## config.mk

```make
export PLATFORM = sky130hd
export DESIGN_NAME = scs8hd_latch_wr_sched_flat
export DESIGN_NICKNAME = d
export VERILOG_FILES = /design/src/rtl/scs8hd_latch_wr_sched_if.sv /design/src/rtl/scs8hd_latch_wr_sched.sv /design/src/flat_wrapper.sv
export SDC_FILE = /design/constraint.sdc
export NUM_CORES = 1
export LEC_CHECK = 0
export ABC_AREA = 1
export ABC_CLOCK_PERIOD_IN_PS = 2800
export BUFFER_PORTS_ARGS = -buffer_cell sky130_fd_sc_hd__buf_2
export CORE_ASPECT_RATIO = 0.9
export CORE_MARGIN = 4
export CORE_UTILIZATION = 41
export DETAILED_ROUTE_END_ITERATION = 7
export MAX_ROUTING_LAYER = met4
export PLACE_DENSITY_LB_ADDON = 0.15
export SLEW_MARGIN = 20
export SYNTH_ARGS = -nofsm -noshare
export SYNTH_HDL_FRONTEND = slang
export SYNTH_SLANG_ARGS = --single-unit
```

## constraint.sdc

```tcl
create_clock -name clk_i -period 2.8 [get_ports clk_i]
set_input_delay 0.42 -clock clk_i [delete_from_list [all_inputs] [get_ports clk_i]]
set_output_delay 0.42 -clock clk_i [all_outputs]
set_load 0.1 [all_outputs]
```

## src/rtl/scs8hd_latch_wr_sched_if.sv

```systemverilog
// Write-port and latch-array bundle for the latch write scheduler.
// The slave side is the scheduler; the master side is the requester/latch environment.
interface scs8hd_latch_wr_sched_if #(
  parameter int NWORDS = 8,
  parameter int AW     = 3,
  parameter int DW     = 8
);
  logic [1:0]        req;
  logic [AW-1:0]     addr0;
  logic [DW-1:0]     data0;
  logic [AW-1:0]     addr1;
  logic [DW-1:0]     data1;
  logic [1:0]        ack;
  logic              err;
  logic              busy;
  logic [DW-1:0]     lat_d;
  logic [NWORDS-1:0] lat_gaten;

  modport master (
    output req, addr0, data0, addr1, data1,
    input  ack, err, busy, lat_d, lat_gaten
  );

  modport slave (
    input  req, addr0, data0, addr1, data1,
    output ack, err, busy, lat_d, lat_gaten
  );
endinterface

```

## src/rtl/scs8hd_latch_wr_sched.sv

```systemverilog
// Round-robin write scheduler for an active-low-gate latch bank; sequences
// setup / open / hold phases so latch timing is met by construction.
//
// state   | meaning
// S_IDLE  | no write in flight; arbitrate REQ and capture the winner
// S_SETUP | LAT_D driven with captured data, all gates closed
// S_OPEN  | gate of the addressed word low (none if address out of range)
// S_HOLD  | gates closed, data held; ACK/ERR in the last cycle
module scs8hd_latch_wr_sched #(
  parameter int NWORDS    = 8,
  parameter int AW        = 3,
  parameter int DW        = 8,
  parameter int SETUP_CYC = 1,
  parameter int PULSE_CYC = 2,
  parameter int HOLD_CYC  = 1
) (
  input logic                     clk_i,
  input logic                     rst_n_i,
  scs8hd_latch_wr_sched_if.slave  bus
);

  localparam int MAXC = (SETUP_CYC > PULSE_CYC)
                        ? ((SETUP_CYC > HOLD_CYC) ? SETUP_CYC : HOLD_CYC)
                        : ((PULSE_CYC > HOLD_CYC) ? PULSE_CYC : HOLD_CYC);
  localparam int CW = $clog2(MAXC) + 1;

  typedef enum logic [1:0] {S_IDLE, S_SETUP, S_OPEN, S_HOLD} state_t;

  state_t            state_q, state_d;
  logic [CW-1:0]     cnt_q, cnt_d;
  logic [AW-1:0]     addr_q, addr_d;
  logic              gnt_q, gnt_d;
  logic              last_q, last_d;
  logic [DW-1:0]     lat_d_q, lat_d_d;
  logic [NWORDS-1:0] gaten_q, gaten_d;
  logic [1:0]        ack_q, ack_d;
  logic              err_q, err_d;
  logic              busy_q, busy_d;
  logic              pick;
  logic              in_range;

  assign in_range = (int'(addr_q) < NWORDS);

  always_comb begin
    state_d = state_q;
    cnt_d   = cnt_q;
    addr_d  = addr_q;
    gnt_d   = gnt_q;
    last_d  = last_q;
    lat_d_d = lat_d_q;
    pick    = 1'b0;

    case (state_q)
      S_IDLE: begin
        if (bus.req != 2'b00) begin
          pick    = (bus.req == 2'b11) ? ~last_q : bus.req[1];
          gnt_d   = pick;
          last_d  = pick;
          addr_d  = pick ? bus.addr1 : bus.addr0;
          lat_d_d = pick ? bus.data1 : bus.data0;
          state_d = S_SETUP;
          cnt_d   = CW'(SETUP_CYC - 1);
        end
      end
      S_SETUP: begin
        if (cnt_q == '0) begin
          state_d = S_OPEN;
          cnt_d   = CW'(PULSE_CYC - 1);
        end else begin
          cnt_d = cnt_q - CW'(1);
        end
      end
      S_OPEN: begin
        if (cnt_q == '0) begin
          state_d = S_HOLD;
          cnt_d   = CW'(HOLD_CYC - 1);
        end else begin
          cnt_d = cnt_q - CW'(1);
        end
      end
      S_HOLD: begin
        if (cnt_q == '0) begin
          state_d = S_IDLE;
        end else begin
          cnt_d = cnt_q - CW'(1);
        end
      end
      default: state_d = S_IDLE;
    endcase

    // Outputs are decoded from the next state so every latch-facing pin is a flop.
    gaten_d = '1;
    if (state_d == S_OPEN) begin
      for (int i = 0; i < NWORDS; i++) begin
        if (addr_q == AW'(i)) gaten_d[i] = 1'b0;
      end
    end

    ack_d = 2'b00;
    err_d = 1'b0;
    if (state_d == S_HOLD && cnt_d == '0) begin
      ack_d = gnt_q ? 2'b10 : 2'b01;
      err_d = ~in_range;
    end

    busy_d = (state_d != S_IDLE);
  end

  always_ff @(posedge clk_i or negedge rst_n_i) begin
    if (!rst_n_i) begin
      state_q <= S_IDLE;
      cnt_q   <= '0;
      addr_q  <= '0;
      gnt_q   <= 1'b0;
      last_q  <= 1'b1;
      lat_d_q <= '0;
      gaten_q <= '1;
      ack_q   <= 2'b00;
      err_q   <= 1'b0;
      busy_q  <= 1'b0;
    end else begin
      state_q <= state_d;
      cnt_q   <= cnt_d;
      addr_q  <= addr_d;
      gnt_q   <= gnt_d;
      last_q  <= last_d;
      lat_d_q <= lat_d_d;
      gaten_q <= gaten_d;
      ack_q   <= ack_d;
      err_q   <= err_d;
      busy_q  <= busy_d;
    end
  end

  assign bus.lat_gaten = gaten_q;
  assign bus.lat_d     = lat_d_q;
  assign bus.ack       = ack_q;
  assign bus.err       = err_q;
  assign bus.busy      = busy_q;

endmodule

```

## src/flat_wrapper.sv

```systemverilog
// flat-port wrapper written by rule: the top's interface ports become plain ports
module scs8hd_latch_wr_sched_flat 
#(
  parameter int NWORDS    = 8,
  parameter int AW        = 3,
  parameter int DW        = 8,
  parameter int SETUP_CYC = 1,
  parameter int PULSE_CYC = 2,
  parameter int HOLD_CYC  = 1
)
  (clk_i, rst_n_i, bus_req, bus_addr0, bus_data0, bus_addr1, bus_data1, bus_ack, bus_err, bus_busy, bus_lat_d, bus_lat_gaten);
  scs8hd_latch_wr_sched_if #(.NWORDS(NWORDS), .AW(AW), .DW(DW)) bus_i ();
  input logic clk_i;
  input logic rst_n_i;
  input wire logic [$bits(bus_i.req)-1:0] bus_req;
  input wire logic [$bits(bus_i.addr0)-1:0] bus_addr0;
  input wire logic [$bits(bus_i.data0)-1:0] bus_data0;
  input wire logic [$bits(bus_i.addr1)-1:0] bus_addr1;
  input wire logic [$bits(bus_i.data1)-1:0] bus_data1;
  output wire logic [$bits(bus_i.ack)-1:0] bus_ack;
  output wire logic [$bits(bus_i.err)-1:0] bus_err;
  output wire logic [$bits(bus_i.busy)-1:0] bus_busy;
  output wire logic [$bits(bus_i.lat_d)-1:0] bus_lat_d;
  output wire logic [$bits(bus_i.lat_gaten)-1:0] bus_lat_gaten;
  assign bus_i.req = bus_req;
  assign bus_i.addr0 = bus_addr0;
  assign bus_i.data0 = bus_data0;
  assign bus_i.addr1 = bus_addr1;
  assign bus_i.data1 = bus_data1;
  assign bus_ack = bus_i.ack;
  assign bus_err = bus_i.err;
  assign bus_busy = bus_i.busy;
  assign bus_lat_d = bus_i.lat_d;
  assign bus_lat_gaten = bus_i.lat_gaten;
  scs8hd_latch_wr_sched #(.NWORDS(NWORDS), .AW(AW), .DW(DW), .SETUP_CYC(SETUP_CYC), .PULSE_CYC(PULSE_CYC), .HOLD_CYC(HOLD_CYC)) u_core (.clk_i(clk_i), .rst_n_i(rst_n_i), .bus(bus_i));
endmodule
```

After elaboration in Yosys (flattened, before gate mapping). Cells that the tools add are included.

Bitwise gates (word level): 1. Reductions and logical operators: 8. $add $sub $neg: 1. Multiplexer cells: 24. Equality and inequality tests: 13.

Operator list (count): $mux W2 (10); $mux W8 (2); $pmux W2 S4 (2); $eq A3 B3 Y1 const B (4); $eq A2 B2 Y1 const B (5); $mux W1 (9); $eq A3 B2 Y1 const B (2); $logic_not A2 Y1 (3); $reduce_bool A2 Y1 (2); $eq A3 B1 Y1 const B (1); $logic_not A3 Y1 (1); $mux W3 (1); $eq A2 B1 Y1 const B (1); $reduce_and A2 Y1 (1); $sub A2 B1 Y2 const B (1); $logic_and A1 B1 Y1 (1); $not A1 Y1 (1).

Bits in registers: 28. Word-level logic and storage cells: 56. Input port bits: 26. Output and inout bits: 20.

Logic depth before layout (Yosys ltp). Gate-level depths: netlist (run 1).

Depth after elaboration: 6. Gate-level depth with buffers: 7.

Worst setup path after synthesis (run 1). OpenSTA, ideal clock, no wires.

Kind: register to output. Start point: register u_core.lat_d_q[0], in the netlist u_core.bus.lat_d[0]. End point: output bus_lat_d[0]. Data arrival time: 0.898 ns. Path slack: 1.482 ns. Cell stages (with the launch flop): 1. Data required time: 2.380 ns. Buffers on the path: 0. Cell sequence: dfrtp_1.

RTL lines: from (decl) (RTL line scs8hd_latch_wr_sched.sv:34) `logic [DW-1:0] lat_d_q, lat_d_d;`; from (signal assigned) (RTL line scs8hd_latch_wr_sched.sv:127) `lat_d_q <= lat_d_d;`; to (decl) (RTL line flat_wrapper.sv:23) `output wire logic [$bits(bus_i.lat_d)-1:0] bus_lat_d;`.

No word-level cell between the ends.

Worst setup path in the final report (run 1).
Start point: register u_core.gaten_q[1], in the netlist u_core.bus.lat_gaten[1]. End point: output bus_lat_gaten[1].

RTL lines: from (decl) (RTL line scs8hd_latch_wr_sched.sv:35) `logic [NWORDS-1:0] gaten_q, gaten_d;`; from (signal assigned) (RTL line scs8hd_latch_wr_sched.sv:128) `gaten_q <= gaten_d;`; to (decl) (RTL line flat_wrapper.sv:24) `output wire logic [$bits(bus_i.lat_gaten)-1:0] bus_lat_gaten;`.

No word-level cell between the ends.

==> results of run 1 <==
[cell type report]
type / count / area [um2] / area share (%)
multi-input combinational: 93 / 437 / 29.3
inverter: 12 / 45.0 / 3.02
tap: 40 / 50.0 / 3.36
timing repair buffer: 44 / 220 / 14.8
sequential: 28 / 712 / 47.8
clock buffer: 4 / 26.3 / 1.76
[synthesized netlist by cell type]
| master | number | share of area, % |
|---|---|---|
| or2_1 | 1 | 0.51 |
| inv_1 | 10 | 3.1 |
| conb_1 | 1 | 0.31 |
| nand2_2 | 2 | 1.0 |
| clkbuf_2 | 1 | 0.41 |
| dfstp_2 | 9 | 19 |
| nand2_1 | 23 | 7.1 |
| o21ai_1 | 9 | 3.7 |
| nand3_1 | 14 | 5.7 |
| o21ai_0 | 11 | 4.5 |
| dfrtp_1 | 19 | 39 |
| buf_4 | 2 | 1.2 |
| o21ai_2 | 1 | 0.72 |
| nor2_1 | 24 | 7.4 |
| inv_2 | 2 | 0.62 |
| nor2_4 | 1 | 0.92 |
| o22ai_1 | 3 | 1.5 |
| xor2_2 | 1 | 1.3 |
| buf_2 | 1 | 0.41 |
| nor2_2 | 2 | 1.0 |
[cells in the final DEF, fill, tap and decap left out, drive strengths merged, types with 3 or more instances in the layout]
master,netlist,routed
buf,3,44
nor2,27,27
nand2,25,25
o21ai,21,21
dfrtp,19,19
nand3,14,14
inv,12,12
dfstp,9,9
clkbuf,1,4
o22ai,3,3
[path summary, 6_finish.rpt]
check | start | to | slack [ns]
min in group clk_i | bus_data1[5] | u_core.bus.lat_d[5]$_DFFE_PN0P_ | 0.36
setup reg to reg | u_core.last_q$_DFFE_PN1P_ | u_core.bus.lat_d[3]$_DFFE_PN0P_ | 1.20
setup / recovery | u_core.bus.lat_gaten[1]$_DFF_PN1_ | bus_lat_gaten[1] | 1.11
hold / removal | rst_n_i | u_core.bus.busy$_DFF_PN0_ | 0.08
hold reg to reg | u_core.gnt_q$_DFFE_PN0P_ | u_core.bus.ack[0]$_DFF_PN0_ | 0.43
max in group asynchronous | rst_n_i | u_core.bus.lat_d[6]$_DFFE_PN0P_ | 2.33
[per-stage QoR]
stage	utilization (%)	cell area, um2	worst slack, ns	cells	hold WS [ns]
CTS	53.4	1490	1.08	221	0.0842
finish	53.4	1490	1.11	221	0.0798
global route	53.4	1490	1.05	221	0.109
global placement	52.4	1460	1.24	217	0.411
detailed placement	52.4	1460	1.19	217	0.420
floorplan	-	1220	1.48	137	0.124
[kinds of logic (layout without fill, tap and decap cells)]
| logic type | count (synthesis) | after routing | share of synthesized area [%] |
|---|---|---|---|
| AOI/OAI and AO/OA | 24 | 24 | 10.5 |
| and+or+nand+nor | 67 | 67 | 23.7 |
| buffers and inverters | 16 | 60 | 5.75 |
| xor gates and xnor gates | 1 | 1 | 1.34 |
| other | 1 | 1 | 0.308 |
| DFF | 28 | 28 | 58.4 |
[state kept, by name, indices dropped and copies added (netlist names)]
name / count
u_core.addr_q: 3
u_core.bus.ack: 2
u_core.bus.busy: 1
u_core.bus.lat_d: 8
u_core.bus.lat_gaten: 8
u_core.cnt_q: 2
u_core.gnt_q: 1
u_core.last_q: 1
u_core.state_q: 2
[per-layer routing]
metal  global-route usage, %  vias up
met4                    5.92        0
met5                       -        -
met3                    3.57        4
met1                    16.1      487
li1                        -      526
met2                    24.8       36
==> metrics, run 1 <==
die area 3910 um2; slowest CP cell dfstp_2; die extent in y 59.7 um; # IOs 46; area grow syn2layout 22.3%; Post-Syn Nets 163; Via density 4.76; Tot GR Track Use 14.4%; post-synthesis sequential area ratio 58.4%; Slew @ Worst Pin 0.594 ns; Final setup viols 0; worst path buffer plus inverter count 1; crit path kind reg2out; Post-Syn Area 1220 um2; top routing layer in use met4; fin. max-slew vios 0; Hold-fix buffers, CTS 0; clock-pin transition on the worst setup and hold timing paths 0.14 ns; Critical Path Max Stage Delay 0.54 ns; WL final 2.51 mm; WL per Instance 11.4 um; RSZ-0062 raised after global routing false; initial antenna violation count 0; largest net degree at the start of global routing 29; crit-path cells buf_2; Via Count 1053; initial drt markers 21; final hold violation count 0; max-cap violations 0; post-route clock period utilization 60.5%; antenna cell count 0; setup TNS 0 ns; chip width 65.5 um; Worst-Skew Late Latency 0.32 ns; number of gates resized after cts 0; Fmax 0.590 GHz; number of port buffers 44; CTS tree built; Post-CTS Setup Bufs 0; critical path launch point type flop; Clock Tree Root clkbuf_4; share of cells above drive strength 1 35.9%; Metal-1 WL 1.09 mm; cells on worst reg2reg path 5; Crit path max-delay family flip-flops; Worst Setup End Kind primary output; nets@finish 208; H-tree depth 1; Arr. time, crit path 1.27 ns; worst clock skew 0.00374 ns; Yosys warnings 0; CTS Buf Count 3; core box area 2790 um2; syn_area_per_cell 8.90 um2; final weighted congestion in routability-driven placement 0.732; DP Wirelength 1.90 mm; number of distinct library cells after synthesis 20; cells after synthesis 137; first-pass GRT wire length 4.15 mm; vias in the first global route 1012; Clock Tree Buf Depth 2; fillers 272; total gr overflow 0; Slew HR 60.4%; DRC Markers 0; Period minus WS final 1.69 ns; CP Max Fanout 1; detailed-router iteration count before antenna repair 4; status complete, no violations; # rows 18; clock sinks 28; required time worst endpoint 2.38 ns; wire length on met2 1.20 mm; met3 wire len 186 um; Initial Utilization 43.6%; CP Depth 1; Detail Route Antenna Nets 0; flops & latches, synth 28; HP Class in2async
Power of run 1 is left out: the tool's default activity adds up to more than one toggle a clock period on the data nets, which glitch-free logic cannot reach.
==> inputs of run 2 (changes only) <==
--- a/config.mk
+++ b/config.mk
@@ -6,7 +6,7 @@
 export NUM_CORES = 1
 export LEC_CHECK = 0
 export ABC_AREA = 1
-export ABC_CLOCK_PERIOD_IN_PS = 2800
+export ABC_CLOCK_PERIOD_IN_PS = 1600
 export BUFFER_PORTS_ARGS = -buffer_cell sky130_fd_sc_hd__buf_2
 export CORE_ASPECT_RATIO = 0.9
 export CORE_MARGIN = 4
==> constraint.sdc (replaced) <==
create_clock -name clk_i -period 1.6 [get_ports clk_i]
set_input_delay 0.24 -clock clk_i [delete_from_list [all_inputs] [get_ports clk_i]]
set_output_delay 0.24 -clock clk_i [all_outputs]
set_load 0.1 [all_outputs]
==> metrics, run 2 (synthesized netlist as in run 1, its figures left out) <==
clock sinks 28; DRC Markers 0; Via density 4.74; Worst-Skew Late Latency 0.32 ns; # rows 18; Design Area, Final 1530 um2; CTS tree built; antenna cell count 0; Clock Tree Root clkbuf_4; Period minus WS final 1.51 ns; Hold Crit Start bus_data1[6]; first-pass GRT wire length 4.30 mm; Arr. time, crit path 1.27 ns; fillers 277; R2R setup slack 0.27 ns; share of cells above drive strength 1 36.6%; DP Cell Count 218; WL final 2.62 mm; Post-CTS Setup Bufs 0; initial antenna violation count 0; nets@finish 210; H-tree depth 1; CP Depth 1; Hold Crit Depth 3; Fmax 0.661 GHz; Detail Route Antenna Nets 0; die extent in y 59.7 um; final weighted congestion in routability-driven placement 0.832; Worst Setup End Kind primary output; Via Count 1057; critical path launch point type flop; worst clock skew 0.00296 ns; WL per Instance 11.7 um; DP Wirelength 1.99 mm; die area 3910 um2; Initial Utilization 43.6%; setup TNS 0 ns; core box area 2790 um2; Clock Tree Buf Depth 2; reg2reg start u_core.state_q[1]$_DFF_PN0_; Slew HR 60.4%; required time worst endpoint 1.36 ns; area grow syn2layout 25.9%; number of port buffers 44; Hold EP u_core.bus.lat_d[6]$_DFFE_PN0P_; Tot GR Track Use 14.9%; RSZ-0062 raised after global routing false; total gr overflow 0; crit-path cells buf_2; commonest non-fill, non-tap cell in the layout buf_2; worst path buffer plus inverter count 1; status complete, no violations; Min Hold Slack 0.170 ns; reg2reg end u_core.bus.lat_d[2]$_DFFE_PN0P_; number of gates resized after cts 0; cells on worst reg2reg path 5; Slew @ Worst Pin 0.593 ns; fin. max-slew vios 0; CP Max Fanout 1; post-route clock period utilization 94.5%; Cell Count, Final, Fillers Out 223; Register Area 712 um2; clock-pin transition on the worst setup and hold timing paths 0.14 ns; slowest CP cell dfstp_2; crit path kind reg2out; Crit path max-delay family flip-flops; CTS Buf Count 3; Final setup viols 0; max-cap violations 0; chip width 65.5 um; placed cell area 1470 um2; # IOs 46; commonest cells after routing, fill and taps aside 44 x buf_2, 24 x nor2_1, 23 x nand2_1, 19 x dfrtp_1, 14 x nand3_1; initial drt markers 24; multi-input logic area 437 um2; HP Class in2reg; detailed-router iteration count before antenna repair 4; Critical Path Max Stage Delay 0.54 ns; largest net degree at the start of global routing 29; final hold violation count 0; vias in the first global route 994
[run 2: cell types whose count changed in the layout (fill, tap and decap cells not counted)]
| cell | delta |
|---|---|
| buf_4 | +1 |
| bufinv_16 | +1 |
| clkbuf_1 | -1 |
| dlygate4sd3_1 | +1 |
[run 2: through the flow]
stage               worst slack (ns)  util (%)
global placement               0.348      52.7
global route                  0.0215      54.9
detailed placement             0.280      52.7
finish                        0.0877      54.9
floorplan                      0.436         -
CTS                           0.0654      54.9
[run 2: worst max path at each step]
| stage | from | to |
|---|---|---|
| 2_1_floorplan | u_core.bus.lat_d[4]$_DFFE_PN0P_ | u_core.bus.lat_d[4]$_DFFE_PN0P_ |
| 3_3_place_gp | bus_req[1] | u_core.bus.busy$_DFF_PN0_ |
| 3_5_place_dp | u_core.state_q[0]$_DFF_PN0_ | u_core.bus.lat_d[0]$_DFFE_PN0P_ |
| 4_1_cts | u_core.bus.lat_gaten[2]$_DFF_PN1_ | bus_lat_gaten[2] |
| 5_1_grt | u_core.bus.lat_gaten[2]$_DFF_PN1_ | bus_lat_gaten[2] |
| 6_report | u_core.bus.lat_gaten[1]$_DFF_PN1_ | bus_lat_gaten[1] |
[run 2: layer usage]
metal  GRT usage, %  wire [um]  share of wire [%]  vias to the layer above
met2           26.1       1290                 49                       35
met5              -          0                  0                        -
met3           2.26        165                6.3                        2
met4           6.21         27                1.0                        0
met1           17.0       1130                 43                      494
li1               -          -                  -                      526
[run 2: what timing repair did]
action                     CTS  global route
setup endpoints to repair    0             0
hold endpoints to repair    19             0
hold buffers                 1             0
[run 2: final cells by class]
type | instances | share of cell area (%)
clock buffer | 3 | 1.47
multi-input combinational | 93 | 28.5
clock inverter | 1 | 1.96
tap | 40 | 3.26
inverter | 12 | 2.94
sequential | 28 | 46.4
timing repair buffer | 46 | 15.5
Power of run 2 is left out for the same reason.
==> inputs of run 3 (changes only) <==
--- a/config.mk
+++ b/config.mk
@@ -12,8 +12,7 @@
 export CORE_MARGIN = 4
 export CORE_UTILIZATION = 41
 export DETAILED_ROUTE_END_ITERATION = 7
-export MAX_ROUTING_LAYER = met4
-export PLACE_DENSITY_LB_ADDON = 0.15
+export PLACE_DENSITY = 0.69
 export SLEW_MARGIN = 20
 export SYNTH_ARGS = -nofsm -noshare
 export SYNTH_HDL_FRONTEND = slang
==> metrics, run 3 (synthesized netlist as in run 1, its figures left out) <==
Clock Tree Buf Depth 2; Fmax 0.654 GHz; R2R setup slack 0.25 ns; max-cap violations 0; # rows 18; Slew HR 61.6%; commonest cells after routing, fill and taps aside 44 x buf_2, 24 x nor2_1, 23 x nand2_1, 19 x dfrtp_1, 14 x nand3_1; DRC Markers 0; required time worst endpoint 1.36 ns; Hold Crit Depth 3; Initial Utilization 43.6%; Arr. time, crit path 1.29 ns; Register Area 712 um2; Via density 4.72; Hold Crit Start bus_data1[4]; commonest non-fill, non-tap cell in the layout buf_2; Slew @ Worst Pin 0.577 ns; area grow syn2layout 25.9%; vias in the first global route 1004; HP Class in2reg; worst path buffer plus inverter count 1; Tot GR Track Use 14.0%; die area 3910 um2; Clock Tree Root clkbuf_4; multi-input logic area 437 um2; Worst-Skew Late Latency 0.33 ns; die extent in y 59.7 um; RSZ-0062 raised after global routing false; initial antenna violation count 0; number of gates resized after cts 0; total gr overflow 0; Post-CTS Setup Bufs 0; WL per Instance 11.1 um; fin. max-slew vios 0; chip width 65.5 um; cells on worst reg2reg path 5; H-tree depth 1; crit-path cells buf_2; detailed-router iteration count before antenna repair 4; final hold violation count 0; critical path launch point type flop; worst clock skew 0.0121 ns; nets@finish 210; first-pass GRT wire length 4.24 mm; CP Max Fanout 1; crit path kind reg2out; setup TNS 0 ns; # IOs 46; Detail Route Antenna Nets 0; initial drt markers 14; clock-pin transition on the worst setup and hold timing paths 0.15 ns; number of port buffers 44; core box area 2790 um2; antenna cell count 0; CTS Buf Count 3; status complete, no violations; largest net degree at the start of global routing 29; WL final 2.48 mm; final weighted congestion in routability-driven placement 0.760; slowest CP cell dfstp_2; clock sinks 28; fillers 282; share of cells above drive strength 1 36.6%; Final setup viols 0; reg2reg start u_core.state_q[0]$_DFF_PN0_; DP Wirelength 1.87 mm; Worst Setup End Kind primary output; Period minus WS final 1.53 ns; Crit path max-delay family flip-flops; post-route clock period utilization 95.5%; reg2reg end u_core.bus.lat_d[0]$_DFFE_PN0P_; Critical Path Max Stage Delay 0.55 ns; CTS tree built; Via Count 1052; Hold EP u_core.bus.lat_d[4]$_DFFE_PN0P_
==> run 3: what timing repair did <==
action	CTS	global route
endpoints found under the hold margin	19	0
setup endpoints to repair	0	0
hold buffers	1	0
==> run 3: worst register-to-register path: stages, from the launching register on <==
cell and delay, ns:
dfrtp_1 0.45, inv_1 0.12, nand2_2 0.10, nor2_4 0.29
o21ai_0 0.16, o21ai_0 0.16
==> run 3: stage by stage <==
stage | worst slack, ns | cells | utilization [%] | hold WS, ns | area, um2
2_1_floorplan | 0.436 | 137 | - | -0.0556 | 1220
3_3_place_gp | 0.355 | 218 | 52.7 | 0.283 | 1470
3_5_place_dp | 0.264 | 218 | 52.7 | 0.279 | 1470
4_1_cts | 0.0560 | 223 | 54.9 | 0.149 | 1530
5_1_grt | 0.0168 | 223 | 54.9 | 0.141 | 1530
6_report | 0.0715 | 223 | 54.9 | 0.157 | 1530
==> run 3: layer usage <==
layer  part of all wire (%)  GRT usage, %  vias to the layer above
met5                      0             0                        -
met4                   0.57          6.21                        0
met3                    8.4          2.44                        2
met2                     47          22.7                       40
met1                     44          18.6                      484
li1                       -             -                      526
==> run 3: final cells by class <==
type                       instances  share of cell area, %
multi-input combinational         93                   28.5
clock inverter                     1                   1.96
clock buffer                       3                   1.47
tap                               40                   3.26
timing repair buffer              46                   15.5
sequential                        28                   46.4
inverter                          12                   2.94
==> run 3: how the worst max path moves through the flow <==
stage	endpoint	start	slack (ns)	depth (start not counted)
finish	bus_lat_gaten[2]	u_core.bus.lat_gaten[2]$_DFF_PN1_	0.07	1
global route	bus_lat_gaten[2]	u_core.bus.lat_gaten[2]$_DFF_PN1_	0.02	1
CTS	bus_lat_gaten[2]	u_core.bus.lat_gaten[2]$_DFF_PN1_	0.06	1
detailed placement	u_core.bus.lat_d[3]$_DFFE_PN0P_	u_core.state_q[0]$_DFF_PN0_	0.26	5
global placement	u_core.bus.lat_d[1]$_DFFE_PN0P_	u_core.state_q[0]$_DFF_PN0_	0.35	5
floorplan	u_core.bus.lat_d[4]$_DFFE_PN0P_	u_core.bus.lat_d[4]$_DFFE_PN0P_	0.44	2
Power of run 3 is left out for the same reason.
